===== src/rtl/bsa_pkg.sv =====
// Shared constants for the bit-serial adder controller.
// Optional subtract mode is enabled by defining BSA_SUBTRACT_EN.
package bsa_pkg;

  localparam logic [1:0] ST_IDLE = 2'd0;
  localparam logic [1:0] ST_RUN  = 2'd1;
  localparam logic [1:0] ST_DONE = 2'd2;

  localparam int DEF_WIDTH = 8;
  localparam int WIDTH_MIN = 2;
  localparam int WIDTH_MAX = 32;

  function automatic int cnt_width(input int w);
    return ($clog2(w) < 1) ? 1 : $clog2(w);
  endfunction

endpackage


===== src/rtl/bit_serial_adder_ctrl_if.sv =====
// Operand/result handshake bundle for the bit-serial adder.
// Port sub exists only when BSA_SUBTRACT_EN is defined.
interface bsa_if #(
  parameter int WIDTH = 8
);

  logic             in_valid;
  logic             in_ready;
  logic [WIDTH-1:0] a;
  logic [WIDTH-1:0] b;
  logic             cin;
`ifdef BSA_SUBTRACT_EN
  logic             sub;
`endif
  logic             out_valid;
  logic             out_ready;
  logic [WIDTH-1:0] s;
  logic             c;
  logic             ovf;

`ifdef BSA_SUBTRACT_EN
  modport master (
    output in_valid, a, b, cin, sub, out_ready,
    input  in_ready, out_valid, s, c, ovf
  );
  modport slave (
    input  in_valid, a, b, cin, sub, out_ready,
    output in_ready, out_valid, s, c, ovf
  );
`else
  modport master (
    output in_valid, a, b, cin, out_ready,
    input  in_ready, out_valid, s, c, ovf
  );
  modport slave (
    input  in_valid, a, b, cin, out_ready,
    output in_ready, out_valid, s, c, ovf
  );
`endif

endinterface


===== src/rtl/bit_serial_adder_ctrl_fa_cell.sv =====
// Combinational 1-bit full adder shared across all bit positions.
// sum = x^y^ci, co = majority(x, y, ci).
module fa_cell (
  input  logic x,
  input  logic y,
  input  logic ci,
  output logic sum,
  output logic co
);

  assign sum = x ^ y ^ ci;
  assign co  = (x & y) | (x & ci) | (y & ci);

endmodule


===== src/rtl/bit_serial_adder_ctrl.sv =====
// Bit-serial adder: one fa_cell iterated WIDTH cycles, LSB first.
// Define BSA_SUBTRACT_EN to add the sub input (a - b).
module bit_serial_adder_ctrl
  import bsa_pkg::*;
#(
  parameter int WIDTH = DEF_WIDTH
) (
  input logic  clk,
  input logic  rst_n,
  bsa_if.slave bus
);

  localparam int CNT_W = cnt_width(WIDTH);
  localparam logic [CNT_W-1:0] LAST = CNT_W'(WIDTH - 1);

  if (WIDTH < WIDTH_MIN || WIDTH > WIDTH_MAX) begin : g_bad_width
    $error("bit_serial_adder_ctrl: WIDTH out of range");
  end

  logic [1:0]       state;
  logic [WIDTH-1:0] a_sh;
  logic [WIDTH-1:0] b_sh;
  logic [WIDTH-1:0] s_sh;
  logic [CNT_W-1:0] cnt;
  logic             carry;
  logic             c_q;
  logic             ovf_q;
  logic             sum;
  logic             co;
  logic             is_idle;
  logic             is_run;
  logic             is_done;
  logic [WIDTH-1:0] b_ld;
  logic             ci_ld;

  assign is_idle = (state == ST_IDLE);
  assign is_run  = (state == ST_RUN);
  assign is_done = (state == ST_DONE);

`ifdef BSA_SUBTRACT_EN
  // Two's-complement subtract: invert b and inject a carry of one.
  assign b_ld  = bus.sub ? ~bus.b : bus.b;
  assign ci_ld = bus.sub | bus.cin;
`else
  assign b_ld  = bus.b;
  assign ci_ld = bus.cin;
`endif

  fa_cell u_fa (
    .x   (a_sh[0]),
    .y   (b_sh[0]),
    .ci  (carry),
    .sum (sum),
    .co  (co)
  );

  always_ff @(posedge clk or negedge rst_n) begin
    if (!rst_n) begin
      state <= ST_IDLE;
      a_sh  <= '0;
      b_sh  <= '0;
      s_sh  <= '0;
      cnt   <= '0;
      carry <= 1'b0;
      c_q   <= 1'b0;
      ovf_q <= 1'b0;
    end else begin
      unique case (1'b1)
        is_idle: begin
          if (bus.in_valid) begin
            a_sh  <= bus.a;
            b_sh  <= b_ld;
            carry <= ci_ld;
            cnt   <= '0;
            state <= ST_RUN;
          end
        end
        is_run: begin
          a_sh  <= a_sh >> 1;
          b_sh  <= b_sh >> 1;
          s_sh  <= {sum, s_sh[WIDTH-1:1]};
          carry <= co;
          cnt   <= cnt + CNT_W'(1);
          if (cnt == LAST) begin
            c_q   <= co;
            // carry into the MSB is the flop value before this update
            ovf_q <= carry ^ co;
            state <= ST_DONE;
          end
        end
        is_done: begin
          if (bus.out_ready) state <= ST_IDLE;
        end
        default: state <= ST_IDLE;
      endcase
    end
  end

  assign bus.in_ready  = is_idle;
  assign bus.out_valid = is_done;
  assign bus.s         = s_sh;
  assign bus.c         = c_q;
  assign bus.ovf       = ovf_q;

endmodule


===== src/flat_wrapper.sv =====
// flat-port wrapper written by rule: the top's interface ports become plain ports
module bit_serial_adder_ctrl_flat import bsa_pkg::*;
#(
  parameter int WIDTH = DEF_WIDTH
)
  (clk, rst_n, bus_in_valid, bus_a, bus_b, bus_cin, bus_out_ready, bus_in_ready, bus_out_valid, bus_s, bus_c, bus_ovf);
  bsa_if #(.WIDTH(WIDTH)) bus_i ();
  input logic clk;
  input logic rst_n;
  input wire logic [$bits(bus_i.in_valid)-1:0] bus_in_valid;
  input wire logic [$bits(bus_i.a)-1:0] bus_a;
  input wire logic [$bits(bus_i.b)-1:0] bus_b;
  input wire logic [$bits(bus_i.cin)-1:0] bus_cin;
  input wire logic [$bits(bus_i.out_ready)-1:0] bus_out_ready;
  output wire logic [$bits(bus_i.in_ready)-1:0] bus_in_ready;
  output wire logic [$bits(bus_i.out_valid)-1:0] bus_out_valid;
  output wire logic [$bits(bus_i.s)-1:0] bus_s;
  output wire logic [$bits(bus_i.c)-1:0] bus_c;
  output wire logic [$bits(bus_i.ovf)-1:0] bus_ovf;
  assign bus_i.in_valid = bus_in_valid;
  assign bus_i.a = bus_a;
  assign bus_i.b = bus_b;
  assign bus_i.cin = bus_cin;
  assign bus_i.out_ready = bus_out_ready;
  assign bus_in_ready = bus_i.in_ready;
  assign bus_out_valid = bus_i.out_valid;
  assign bus_s = bus_i.s;
  assign bus_c = bus_i.c;
  assign bus_ovf = bus_i.ovf;
  bit_serial_adder_ctrl #(.WIDTH(WIDTH)) u_core (.clk(clk), .rst_n(rst_n), .bus(bus_i));
endmodule

===== config.mk =====
export PLATFORM = sky130hd
export DESIGN_NAME = bit_serial_adder_ctrl_flat
export DESIGN_NICKNAME = d
export VERILOG_FILES = /design/src/rtl/bsa_pkg.sv /design/src/rtl/bit_serial_adder_ctrl_if.sv /design/src/rtl/bit_serial_adder_ctrl_fa_cell.sv /design/src/rtl/bit_serial_adder_ctrl.sv /design/src/flat_wrapper.sv
export SDC_FILE = /design/constraint.sdc
export NUM_CORES = 1
export LEC_CHECK = 0
export ABC_AREA = 1
export CAP_MARGIN = 5
export CORE_ASPECT_RATIO = 0.5
export CORE_MARGIN = 4
export CORE_UTILIZATION = 53
export CTS_BUF_LIST = sky130_fd_sc_hd__clkbuf_8
export DETAILED_ROUTE_END_ITERATION = 10
export GPL_ROUTABILITY_DRIVEN = 0
export PLACE_DENSITY_LB_ADDON = 0.08
export SLEW_MARGIN = 20
export SYNTH_ARGS = -nofsm -noshare
export SYNTH_HDL_FRONTEND = slang
export SYNTH_SLANG_ARGS = --single-unit

===== constraint.sdc =====
create_clock -name clk -period 1.65 [get_ports clk]
set_clock_uncertainty 0.2 [all_clocks]
set_input_delay 0.2475 -clock clk [delete_from_list [all_inputs] [get_ports clk]]
set_output_delay 0.2475 -clock clk [all_outputs]
set_load 0.005 [all_outputs]

; ---- Yosys cells after proc, flatten, opt, wreduce, memory -nomap -nowiden
; Cells that the tools add are included.
[word_totals]
ff_bits = 32
elab_cells = 40
[op_classes]
add_sub_neg = 1
mux = 12
eq_ne = 6
bitwise_logic = 8
n_reduce_logical = 5
[op_table]
columns = op, n
row1 = 8-bit one-hot mux with 2 select lines, 2
row2 = 8-bit two-way mux, 2
row3 = 2-bit two-way mux, 3
row4 = 2-bit != test (second input constant), 3
row5 = 2-bit one-hot mux with 3 select lines, 1
row6 = 3-bit one-hot mux with 2 select lines, 1
row7 = 2-bit AND reduction, 2
row8 = 3-bit by 1-bit adder with 3-bit output (second input constant), 1
row9 = 1-bit bitwise AND, 3
row10 = 3-bit == test (second input constant), 1
row11 = 3-bit two-way mux, 1
row12 = 3-bit AND reduction, 1
row13 = 1-bit XOR, 3
row14 = 2-bit by 1-bit == test with 1-bit output (second input constant), 1
row15 = 2-bit == test (second input constant), 1
row16 = 2-bit zero test, 1
row17 = 1-bit OR, 2
row18 = 1-bit one-hot mux with 2 select lines, 1
row19 = 2-bit nonzero test, 1
row20 = 1-bit two-way mux, 1

; ---- Depth between registers and ports, before layout
; Gate-level depths: netlist (run 1).
[logic_depth]
depth_word = 4
mapped_depth = 8
depth_no_buf = 8

; ---- Hierarchy
; Synthesis (run 1) repeated with hierarchy kept, for this count alone.
[hier_totals]
hier_cells = 199
area_unflattened_um2 = 1555.2
[by_module_without_submodules]
columns = mod, instances, cells_per_inst, area_per_inst_um2
row1 = bit_serial_adder_ctrl, 1, 198, 1535.2
row2 = fa_cell, 1, 1, 20.0

; ---- Least setup slack after synthesis (run 1)
; No wires, ideal clock.
[synth_timing]
kind = register to register
start = register u_core.a_sh[0]
end = register u_core.ovf_q, in the netlist u_core.bus.ovf
arrival_time_ns = 1.075
path_stages_with_launch = 5
required_time_ns = 1.334
path_buffers = 0
slack_ns = 0.259
synth_period_minus_slack_ns = 1.391
setup_ns = 0.116
cell_sequence = dfrtp_1 fa_1 xor2_1 nand2_1 nand2_1
[synth_between]
elab_chain_len = 4
elab_cells_between_ends = 5
cone_classes = bitwise (5)
[synth_rtl]
columns = item, line_no
row1 = "start, declared", bit_serial_adder_ctrl.sv:21  ; logic [WIDTH-1:0] a_sh;
row2 = "start signal, assigned", bit_serial_adder_ctrl.sv:71  ; a_sh <= bus.a;
row3 = "start signal, assigned", bit_serial_adder_ctrl.sv:79  ; a_sh <= a_sh >> 1;
row4 = 1-bit bitwise AND, bit_serial_adder_ctrl_fa_cell.sv:12  ; assign co = (x & y) | (x & ci) | (y & ci);
row5 = 1-bit OR (*) (2 in a row), bit_serial_adder_ctrl_fa_cell.sv:12
row6 = via u_core.co, bit_serial_adder_ctrl.sv:29  ; logic co;
row7 = 1-bit XOR (*), bit_serial_adder_ctrl.sv:87  ; ovf_q <= carry ^ co;
row8 = "end signal, assigned", bit_serial_adder_ctrl.sv:87
row9 = "end, declared", bit_serial_adder_ctrl.sv:27  ; logic ovf_q;
; The timed path passes the listed nets; every way through them passes the cells marked *.
; A chain may end at the register's enable or synchronous reset.

; ---- Worst setup path after layout (run 1)
[layout_timing]
start = register u_core.ovf_q, in the netlist u_core.bus.ovf
end = output port bus_ovf
[layout_lines]
columns = item, line_no
row1 = "end, declared", flat_wrapper.sv:19  ; output wire logic [$bits(bus_i.ovf)-1:0] bus_ovf;
; No word-level cell between the ends.

==> results of run 1 <==
==> metal layers <==
layer / vias up / global-route usage (%) / routed length (um)
li1: 703 / - / -
met1: 617 / 24.3 / 1530
met2: 37 / 31.9 / 1520
met3: 2 / 8.58 / 247
met4: 0 / 5.59 / 28
met5: - / 0 / 0
==> layout by cell type, fill, tap and decap left out, types with 2 or more instances in the layout <==
cell | netlist | final
nand2_1 | 69 | 68
inv_1 | 36 | 36
nand3_1 | 32 | 32
dfrtp_1 | 32 | 32
clkdlybuf4s50_1 | 0 | 27
buf_4 | 2 | 11
o21ai_0 | 9 | 9
nor2_1 | 5 | 5
clkbuf_8 | 0 | 5
dlymetal6s2s_1 | 0 | 3
buf_12 | 0 | 3
nand2_4 | 3 | 2
ha_1 | 2 | 2
==> report_power, final <==
group | switching [mW] | internal, mW | leakage, nW
clock network | 0.321 | 0.447 | 0.0541
registers | 0.196 | 1.14 | 0.398
logic | 0.917 | 0.838 | 0.760
total | 1.43 | 2.43 | 1.21
==> how the worst max path moves through the flow <==
stage,endpoint,slack (ns)
2_1_floorplan,u_core.bus.ovf,0.26
3_3_place_gp,u_core.b_sh[7],0.13
3_5_place_dp,u_core.b_sh[2],0.1
4_1_cts,bus_s[3],0.009
5_1_grt,bus_ovf,-0.0002
6_report,bus_ovf,0.05
==> stage by stage <==
stage	setup WS [ns]	area (um^2)	instances	utilization, %	total power, mW
after floorplan	0.259	1620	204	-	2.43
after global placement	0.133	2000	271	72.6	2.94
after detailed placement	0.0960	2000	271	72.6	3.01
after CTS	0.00898	2110	280	76.8	3.80
after global routing	-0.000171	2160	285	78.7	4.22
final	0.0538	2160	285	78.7	3.86
==> cell families (layout without fill, tap and decap cells) <==
kind of cell,count (synthesis),count (layout)
DFF,32,32
adders and majority gates,3,3
xor gates and xnor gates,1,1
buffers and inverters,47,91
AOI/OAI and AO/OA,12,12
and+or+nand+nor,109,109
==> state kept, by name, indices dropped and copies added, names as in the netlist <==
signal and flops:
u_core.cnt 3, u_core.bus.ovf 1, u_core.b_sh 8, u_core.bus.c 1, u_core.bus.s 8, u_core.carry 1, u_core.state 2, u_core.a_sh 8
==> area by class of cell <==
type | instances | share of cell area, %
Tap cell | 37 | 2.14
Clock buffer | 5 | 3.18
Inverter | 37 | 6.42
Multi-Input combinational cell | 125 | 27.9
Sequential cell | 32 | 37.0
Timing Repair Buffer | 46 | 21.4
Clock inverter | 3 | 1.97
==> what timing repair did <==
action	CTS	global route
gates cloned	0	0
pin swaps	0	0
buffers inserted	1	5
endpoints found under the setup margin	2	10
resized for setup	2	7
==> flow_summary.yaml, run 1 <==
run_status:
  outcome: "completed"
synth:
  async_flop_share_pct: 100
  yosysMostFrequentCell: "nand2_1"
  synth_edf_count: 0
  synthAdderAreaFrac_pct: 2.78
  yosys_register_bits: 32
  ys_seq_area_share_pct: 49.4
  synth_top_cell_area_share_pct: 49.4
  ys.flop_type: "dfrtp_1"
  synth_area_leaders: "dfrtp_1 49%, nand2_1 16%, nand3_1 9.9%"
  postSynthAreaPerCell_um2: 7.95
  ys_warn_count: 0
  synthDistinctLibCells: 18
  yosys-top-cells-count: "69 x nand2_1, 36 x inv_1, 32 x dfrtp_1, 32 x nand3_1, 9 x o21ai_0"
  synth_area_leader_cell: "dfrtp_1"
  synth_xor_area_share_pct: 0.540
  synth_compound_area_share_pct: 4.09
  muxShareOfSynthArea_pct: 0
  syn-num-nets: 228
  synthSimpleGateAreaFrac_pct: 29.1
  postSynthCellCount: 204
  synth_top_family_by_area: "simple AND/OR/NAND/NOR gates"
  synthesis.area_mm2: 0.00162
global_route:
  grt_use_total_pct: 19.5
  grt_max_degree: 33
  first_global_vias: 1281
  grt_first_pass_wirelength_mm: 5.84
  antenna_found_initial: 0
  gr-total-overflow: 0
power:
  leakage_nw: 1.21
  power_density_mw_per_mm2: 1780
  irDropWorstVdd_uv: 1010
final_layout:
  num_antenna_cells: 0
  drive_above_1_share_pct: 11.7
  fillers: 206
  layout.nets: 271
  multi_input_area_um2: 603
  syn_to_final_growth_pct: 33.5
  regArea_um2: 801
critical_path:
  arrival_ns: 1.15
  regToRegStartpoint: "u_core.state[0]"
  cp-start-kind: "flip-flop"
  cp_num_cells: 1
  critPathBufInv: 1
  crit_path_start: "u_core.bus.ovf"
  critPathRequiredTime_ns: 1.20
  r2r-end: "u_core.b_sh[7]"
  max_stage_delay_ns: 0.50
  crit_family: "buffers and inverters"
  worstPathMaxFanout: 2
  setup.worst_path.end_class: "output pin"
  r2r_slack_ns: 0.17
  crit_type: "reg -> out"
  crit_chain: "clkdlybuf4s50_1"
  crit_slowest_cell: "clkdlybuf4s50_1"
  worst_r2r_path_depth: 5
timing:
  max_clock_freq_mhz: 627
  final.min_clock_period_ns: 1.60
  finalSetupViolCount: 0
  fin_hold_ws_ns: 0.110
  hold_viol: 0
  fin_crit_sh_pct: 96.7
  worst_slew_margin_rel_pct: 85.0
  finalSetupTns_ns: 0
  slew_violations: 0
  worst_pin_slew_ns: 0.223
placement:
  portBuffers: 32
  dp_hpwl_mm: 2.21
routing:
  drc_errors: 0
  final_antenna_net_count: 0
  drt-initial-drc-count: 57
  routedWlPerCell_um: 11.7
  drt_first_pass_iters: 4
  wl_mm: 3.33
  viasPerCell: 4.77
  num_vias: 1359
clocking:
  cts-root-buf: "clkbuf_8"
  clockBufferDepth: 2
  cts_tree: "yes"
  cts_sinks: 32
  hold_buffers: 0
  cts_buffers: 5
  clkLatencyLatePin_ns: 0.30
  htreeDepth: 2
  clk_pin_slew_worst_paths_ns: 0.07
floorplan:
  core_mm2: 0.00275
  die_h_um: 47.1
  dieWidth_um: 86.2
  fp-row-count: 13
  die_area_mm2: 0.00406
  io_pins: 33
  initial_core_util_pct: 59.0
flow_run:
  cap_violations: 0
min_path:
  hp-class: "in -> async"
(Power assumes the default switching activity.)
==> inputs of run 2 (changes only) <==
--- a/config.mk
+++ b/config.mk
@@ -7,9 +7,10 @@
 export LEC_CHECK = 0
 export ABC_AREA = 1
 export CAP_MARGIN = 5
-export CORE_ASPECT_RATIO = 0.5
+export CELL_PAD_IN_SITES_DETAIL_PLACEMENT = 1
+export CELL_PAD_IN_SITES_GLOBAL_PLACEMENT = 1
 export CORE_MARGIN = 4
-export CORE_UTILIZATION = 53
+export CORE_UTILIZATION = 38
 export CTS_BUF_LIST = sky130_fd_sc_hd__clkbuf_8
 export DETAILED_ROUTE_END_ITERATION = 10
 export GPL_ROUTABILITY_DRIVEN = 0
==> run 2 against run 1 <==
Net effect: sequential cell count unchanged; first-iteration DRC count decreased by 32%; wire length increased by 16%; via count increased by 4.0%; cell area decreased by 0.46%; utilization decreased by 26 points; register-to-register slack got worse by 0.06 ns; global-route usage decreased by 2.9 points; power decreased by 3.5%; critical path type unchanged; largest cell class unchanged; highest routed layer unchanged.
==> flow_summary.yaml, run 2 (synthesis results as in run 1) <==
final_layout:
  syn_to_final_growth_pct: 32.9
  layout_common_cells: "69 x nand2_1, 38 x inv_1, 32 x nand3_1, 32 x dfrtp_1, 30 x clkdlybuf4s50_1"
  layout.nets: 272
  final_common_cell: "nand2_1"
  drive_above_1_share_pct: 10.8
  fillers: 511
  num_antenna_cells: 0
  utilization_pct: 53.1
clocking:
  cts_tree: "yes"
  cts-root-buf: "clkbuf_8"
  cts_sinks: 32
  clk_pin_slew_worst_paths_ns: 0.06
  clkLatencyLatePin_ns: 0.28
  htreeDepth: 2
  cts_buffers: 5
  clockBufferDepth: 2
timing:
  finalSetupTns_ns: 0
  finalSetupViolCount: 0
  fin_ws_ns: 0.0562
  slew_violations: 0
  hold_viol: 0
  worst_pin_slew_ns: 0.384
  worst_slew_margin_rel_pct: 74.4
  fin_crit_sh_pct: 96.6
  max_clock_freq_mhz: 627
  final.min_clock_period_ns: 1.59
run_status:
  outcome: "completed"
critical_path:
  max_stage_delay_ns: 0.50
  critPathRequiredTime_ns: 1.20
  regToRegStartpoint: "u_core.cnt[0]"
  crit_chain: "clkdlybuf4s50_1"
  worstPathMaxFanout: 3
  crit_type: "reg -> out"
  r2r_slack_ns: 0.11
  cp-start-kind: "flip-flop"
  crit_slowest_cell: "clkdlybuf4s50_1"
  worst_r2r_path_depth: 8
  arrival_ns: 1.15
  r2r-end: "u_core.bus.ovf"
  crit_family: "buffers and inverters"
  setup.worst_path.end_class: "output pin"
  critPathBufInv: 1
global_route:
  grt_use_total_pct: 16.6
  first_global_vias: 1471
  grt_max_degree: 33
  gr-total-overflow: 0
  antenna_found_initial: 0
  grt_first_pass_wirelength_mm: 6.83
floorplan:
  dieWidth_um: 73.3
  die_area_mm2: 0.00538
  fp-row-count: 23
  core_mm2: 0.00406
  io_pins: 33
  initial_core_util_pct: 40.0
  die_h_um: 73.3
power:
  finalPower_mw: 3.72
  power_density_mw_per_mm2: 1730
  leakage_nw: 1.18
  irDropWorstVdd_uv: 627
routing:
  final_antenna_net_count: 0
  routedWlPerCell_um: 12.9
  drt_first_pass_iters: 4
  viasPerCell: 4.73
  num_vias: 1413
  wl_mm: 3.85
  drc_errors: 0
  drt-initial-drc-count: 39
placement:
  portBuffers: 32
  pre_cts_ws_ns: 0.0567
  dp_hpwl_mm: 2.79
flow_run:
  cap_violations: 0
min_path:
  hp-class: "in -> async"
-- run 2: per-stage QoR --
step / instances / hold WS (ns) / cell area (um^2)
finish: 299 / 0.137 / 2150
global route: 299 / 0.144 / 2150
CTS: 294 / 0.136 / 2120
detailed placement: 284 / 0.272 / 2010
global placement: 284 / 0.263 / 2010
floorplan: 204 / -0.248 / 1620
-- run 2: layout make-up --
class,count,area (um^2),area share [%]
clock buffers,6,82.6,3.83
well taps,50,62.6,2.90
repair buffers,47,468,21.7
inverters,37,139,6.45
multi-input cells,125,594,27.6
clock inverters,2,7.51,0.348
flip-flops and latches,32,801,37.2
-- run 2: where the power goes --
part / leakage [nW] / switching (mW) / internal, mW
combinational: 0.729 / 0.923 / 0.846
sequential: 0.398 / 0.204 / 1.14
clock: 0.0538 / 0.280 / 0.327
-- run 2: layer usage --
metal	routed length, um	part of all wire [%]	GRT usage (%)
met1	1680	44	20.3
met2	1920	50	28.1
met3	190	4.9	4.24
met4	63	1.6	6.04
met5	0	0	0
-- run 2: worst max path at each step --
stage                         start         endpoint  slack (ns)  cells past startpoint
floorplan            u_core.a_sh[0]   u_core.bus.ovf        0.26                      4
global placement       bus_in_valid   u_core.b_sh[0]        0.07                      5
detailed placement  u_core.state[0]  u_core.bus.s[6]        0.06                      4
CTS                 u_core.bus.s[5]         bus_s[5]        0.01                      1
global route        u_core.state[1]   u_core.a_sh[6]       -0.01                      7
finish              u_core.bus.s[3]         bus_s[3]        0.06                      1
-- run 2: what timing repair did --
action,in CTS,in global routing
resized for setup,3,0
endpoints found under the setup margin,2,4
hold buffers,0,0
pin swaps,0,0
buffers inserted,2,5
==> inputs of run 3 (changes only) <==
--- a/config.mk
+++ b/config.mk
@@ -18,4 +18,5 @@
 export SLEW_MARGIN = 20
 export SYNTH_ARGS = -nofsm -noshare
 export SYNTH_HDL_FRONTEND = slang
+export SYNTH_HIERARCHICAL = 1
 export SYNTH_SLANG_ARGS = --single-unit
==> run 3 against run 2 <==
Net effect: clock power grew 21%; first-iteration DRC count grew 2.6%; synthesized cell count shrank 2.5%; sequential cell count did not move; wire length grew 4.7%; sequential share of layout area decreased by 0.19 points; clock-buffer cell count fell by 1; setup slack lost 0.0028 ns; combinational power rose by 2%; critical path type unchanged; largest cell class unchanged.
==> flow_summary.yaml, run 3 <==
run_status:
  outcome: "completed"
synth:
  synthSimpleGateAreaFrac_pct: 27.8
  synth_xor_area_share_pct: 0.563
  synthDistinctLibCells: 19
  postSynthAreaPerCell_um2: 7.82
  synth_area_leader_cell: "dfrtp_1"
  ys_warn_count: 6
  async_flop_share_pct: 100
  synthAdderAreaFrac_pct: 2.90
  postSynthCellCount: 199
  ys.flop_type: "dfrtp_1"
  synthesis.area_mm2: 0.00156
  yosys_register_bits: 32
  yosysMostFrequentCell: "nand2_1"
  yosys-top-cells-count: "80 x nand2_1, 35 x inv_1, 32 x dfrtp_1, 17 x nand3_1, 10 x o21ai_0"
  synth_top_family_by_area: "simple AND/OR/NAND/NOR gates"
  synth_top_cell_area_share_pct: 51.5
  muxShareOfSynthArea_pct: 0
  ys_seq_area_share_pct: 51.5
  synth_compound_area_share_pct: 4.91
  synth_area_leaders: "dfrtp_1 51%, nand2_1 19%, inv_1 8.4%"
  syn-num-nets: 223
  synth_edf_count: 0
timing:
  fin_hold_ws_ns: 0.135
  worst_pin_slew_ns: 0.210
  finalSetupViolCount: 0
  slew_violations: 0
  final.min_clock_period_ns: 1.60
  worst_slew_margin_rel_pct: 85.9
  fin_ws_ns: 0.0534
  finalSetupTns_ns: 0
  fin_crit_sh_pct: 96.8
  rsz0062_at_grt: "false"
  hold_viol: 0
  max_clock_freq_mhz: 626
power:
  finalPower_mw: 3.89
  power_density_mw_per_mm2: 1790
  leakage_nw: 1.17
  irDropWorstVdd_uv: 721
placement:
  placed_area_mm2: 0.00198
  pre_cts_ws_ns: 0.0590
  dp_cells: 279
  dp_hpwl_mm: 2.92
  portBuffers: 32
routing:
  num_vias: 1371
  drt-initial-drc-count: 40
  final_antenna_net_count: 0
  viasPerCell: 4.63
  routedWlPerCell_um: 13.6
  drc_errors: 0
  drt_first_pass_iters: 4
  wl_mm: 4.04
global_route:
  antenna_found_initial: 0
  gr-total-overflow: 0
  first_global_vias: 1513
  grt_first_pass_wirelength_mm: 6.87
  grt_max_degree: 33
  grt_use_total_pct: 17.2
clocking:
  clkLatencyLatePin_ns: 0.29
  htreeDepth: 2
  cts-root-buf: "clkbuf_8"
  clk_pin_slew_worst_paths_ns: 0.07
  cts_sinks: 32
  cts_tree: "yes"
  clockBufferDepth: 2
  cts_buffers: 5
floorplan:
  initial_core_util_pct: 40.9
  dieWidth_um: 72.0
  die_area_mm2: 0.00518
  die_h_um: 72.0
  fp-row-count: 22
  io_pins: 33
  core_mm2: 0.00380
final_layout:
  syn_to_final_growth_pct: 39.3
  drive_above_1_share_pct: 12.5
  fillers: 474
  num_antenna_cells: 0
  layout.nets: 271
  final_common_cell: "nand2_1"
  fin_area_mm2: 0.00217
  layout_common_cells: "80 x nand2_1, 36 x inv_1, 32 x dfrtp_1, 29 x clkdlybuf4s50_1, 17 x nand3_1"
  layout.cells.non_filler: 296
  utilization_pct: 57.0
critical_path:
  setup.worst_path.end_class: "output pin"
  worst_r2r_path_depth: 8
  worstPathMaxFanout: 3
  arrival_ns: 1.15
  critPathRequiredTime_ns: 1.20
  cp-start-kind: "flip-flop"
  crit_type: "reg -> out"
flow_run:
  cap_violations: 0
min_path:
  hp-class: "in -> async"
==> run 3: cell types whose count changed after synthesis, sizes merged <==
cell | before | now
nand3 | 32 | 17
buf | 10 | 7
nand2 | 72 | 83
o21ai | 9 | 11
==> run 3: critical path: stages (launching register included) <==
cell and delay [ns]:
dfrtp_1 0.41, buf_4 0.15, nor2_4 0.09, clkdlybuf4s15_1 0.21
==> run 3: report_power, final <==
part           switching (mW)  total, mW  leakage [nW]  internal [mW]
registers               0.205       1.35         0.398           1.14
clock network           0.292      0.733        0.0593          0.442
logic                   0.956       1.81         0.716          0.850
==> run 3: cell families after synthesis <==
logic type | after synthesis
AOI/OAI and AO/OA | 14
adders and majority gates | 3
DFF | 32
buffers and inverters | 44
and+or+nand+nor | 105
xor gates and xnor gates | 1
==> run 3: what timing repair did <==
item / in CTS / in global routing
buffers inserted: 7 / 3
resized for setup: 5 / 4
endpoints found under the setup margin: 4 / 31
pin swaps: 1 / 0
hold buffers: 0 / 0
==> run 3: path summary, 6_finish.rpt <==
| kind | to | slack (ns) | start |
|---|---|---|---|
| max | bus_in_ready | 0.05 | u_core/state[0] |
| min | u_core/b_sh[5] | 0.13 | rst_n |
| max reg2reg | u_core/b_sh[0] | 0.12 | u_core/state[1] |
| min reg2reg | u_core/bus.ovf | 0.28 | u_core/bus.ovf |
| max in group asynchronous | u_core/a_sh[6] | 0.94 | rst_n |
| min in group clk | u_core/bus.ovf | 0.28 | u_core/bus.ovf |
==> run 3: final cells by class <==
| cell class | instances | area [um^2] | area share, % |
|---|---|---|---|
| clock buffer | 5 | 68.8 | 3.18 |
| inverter | 37 | 144 | 6.64 |
| timing repair buffer | 48 | 480 | 22.2 |
| clock inverter | 3 | 38.8 | 1.79 |
| multi-input combinational | 123 | 573 | 26.5 |
| sequential | 32 | 801 | 37.0 |
| tap | 48 | 60.1 | 2.77 |
==> run 3: metal layers <==
metal  part of all wire [%]  vias to the layer above  routed length (um)  global-route usage (%)
met5                      0                        -                   0                       0
met1                     44                      651                1760                    19.7
met4                    1.4                        0                  58                    5.64
li1                       -                      686                   -                       -
met2                     50                       28                2020                    30.1
met3                    4.8                        6                 194                    5.68
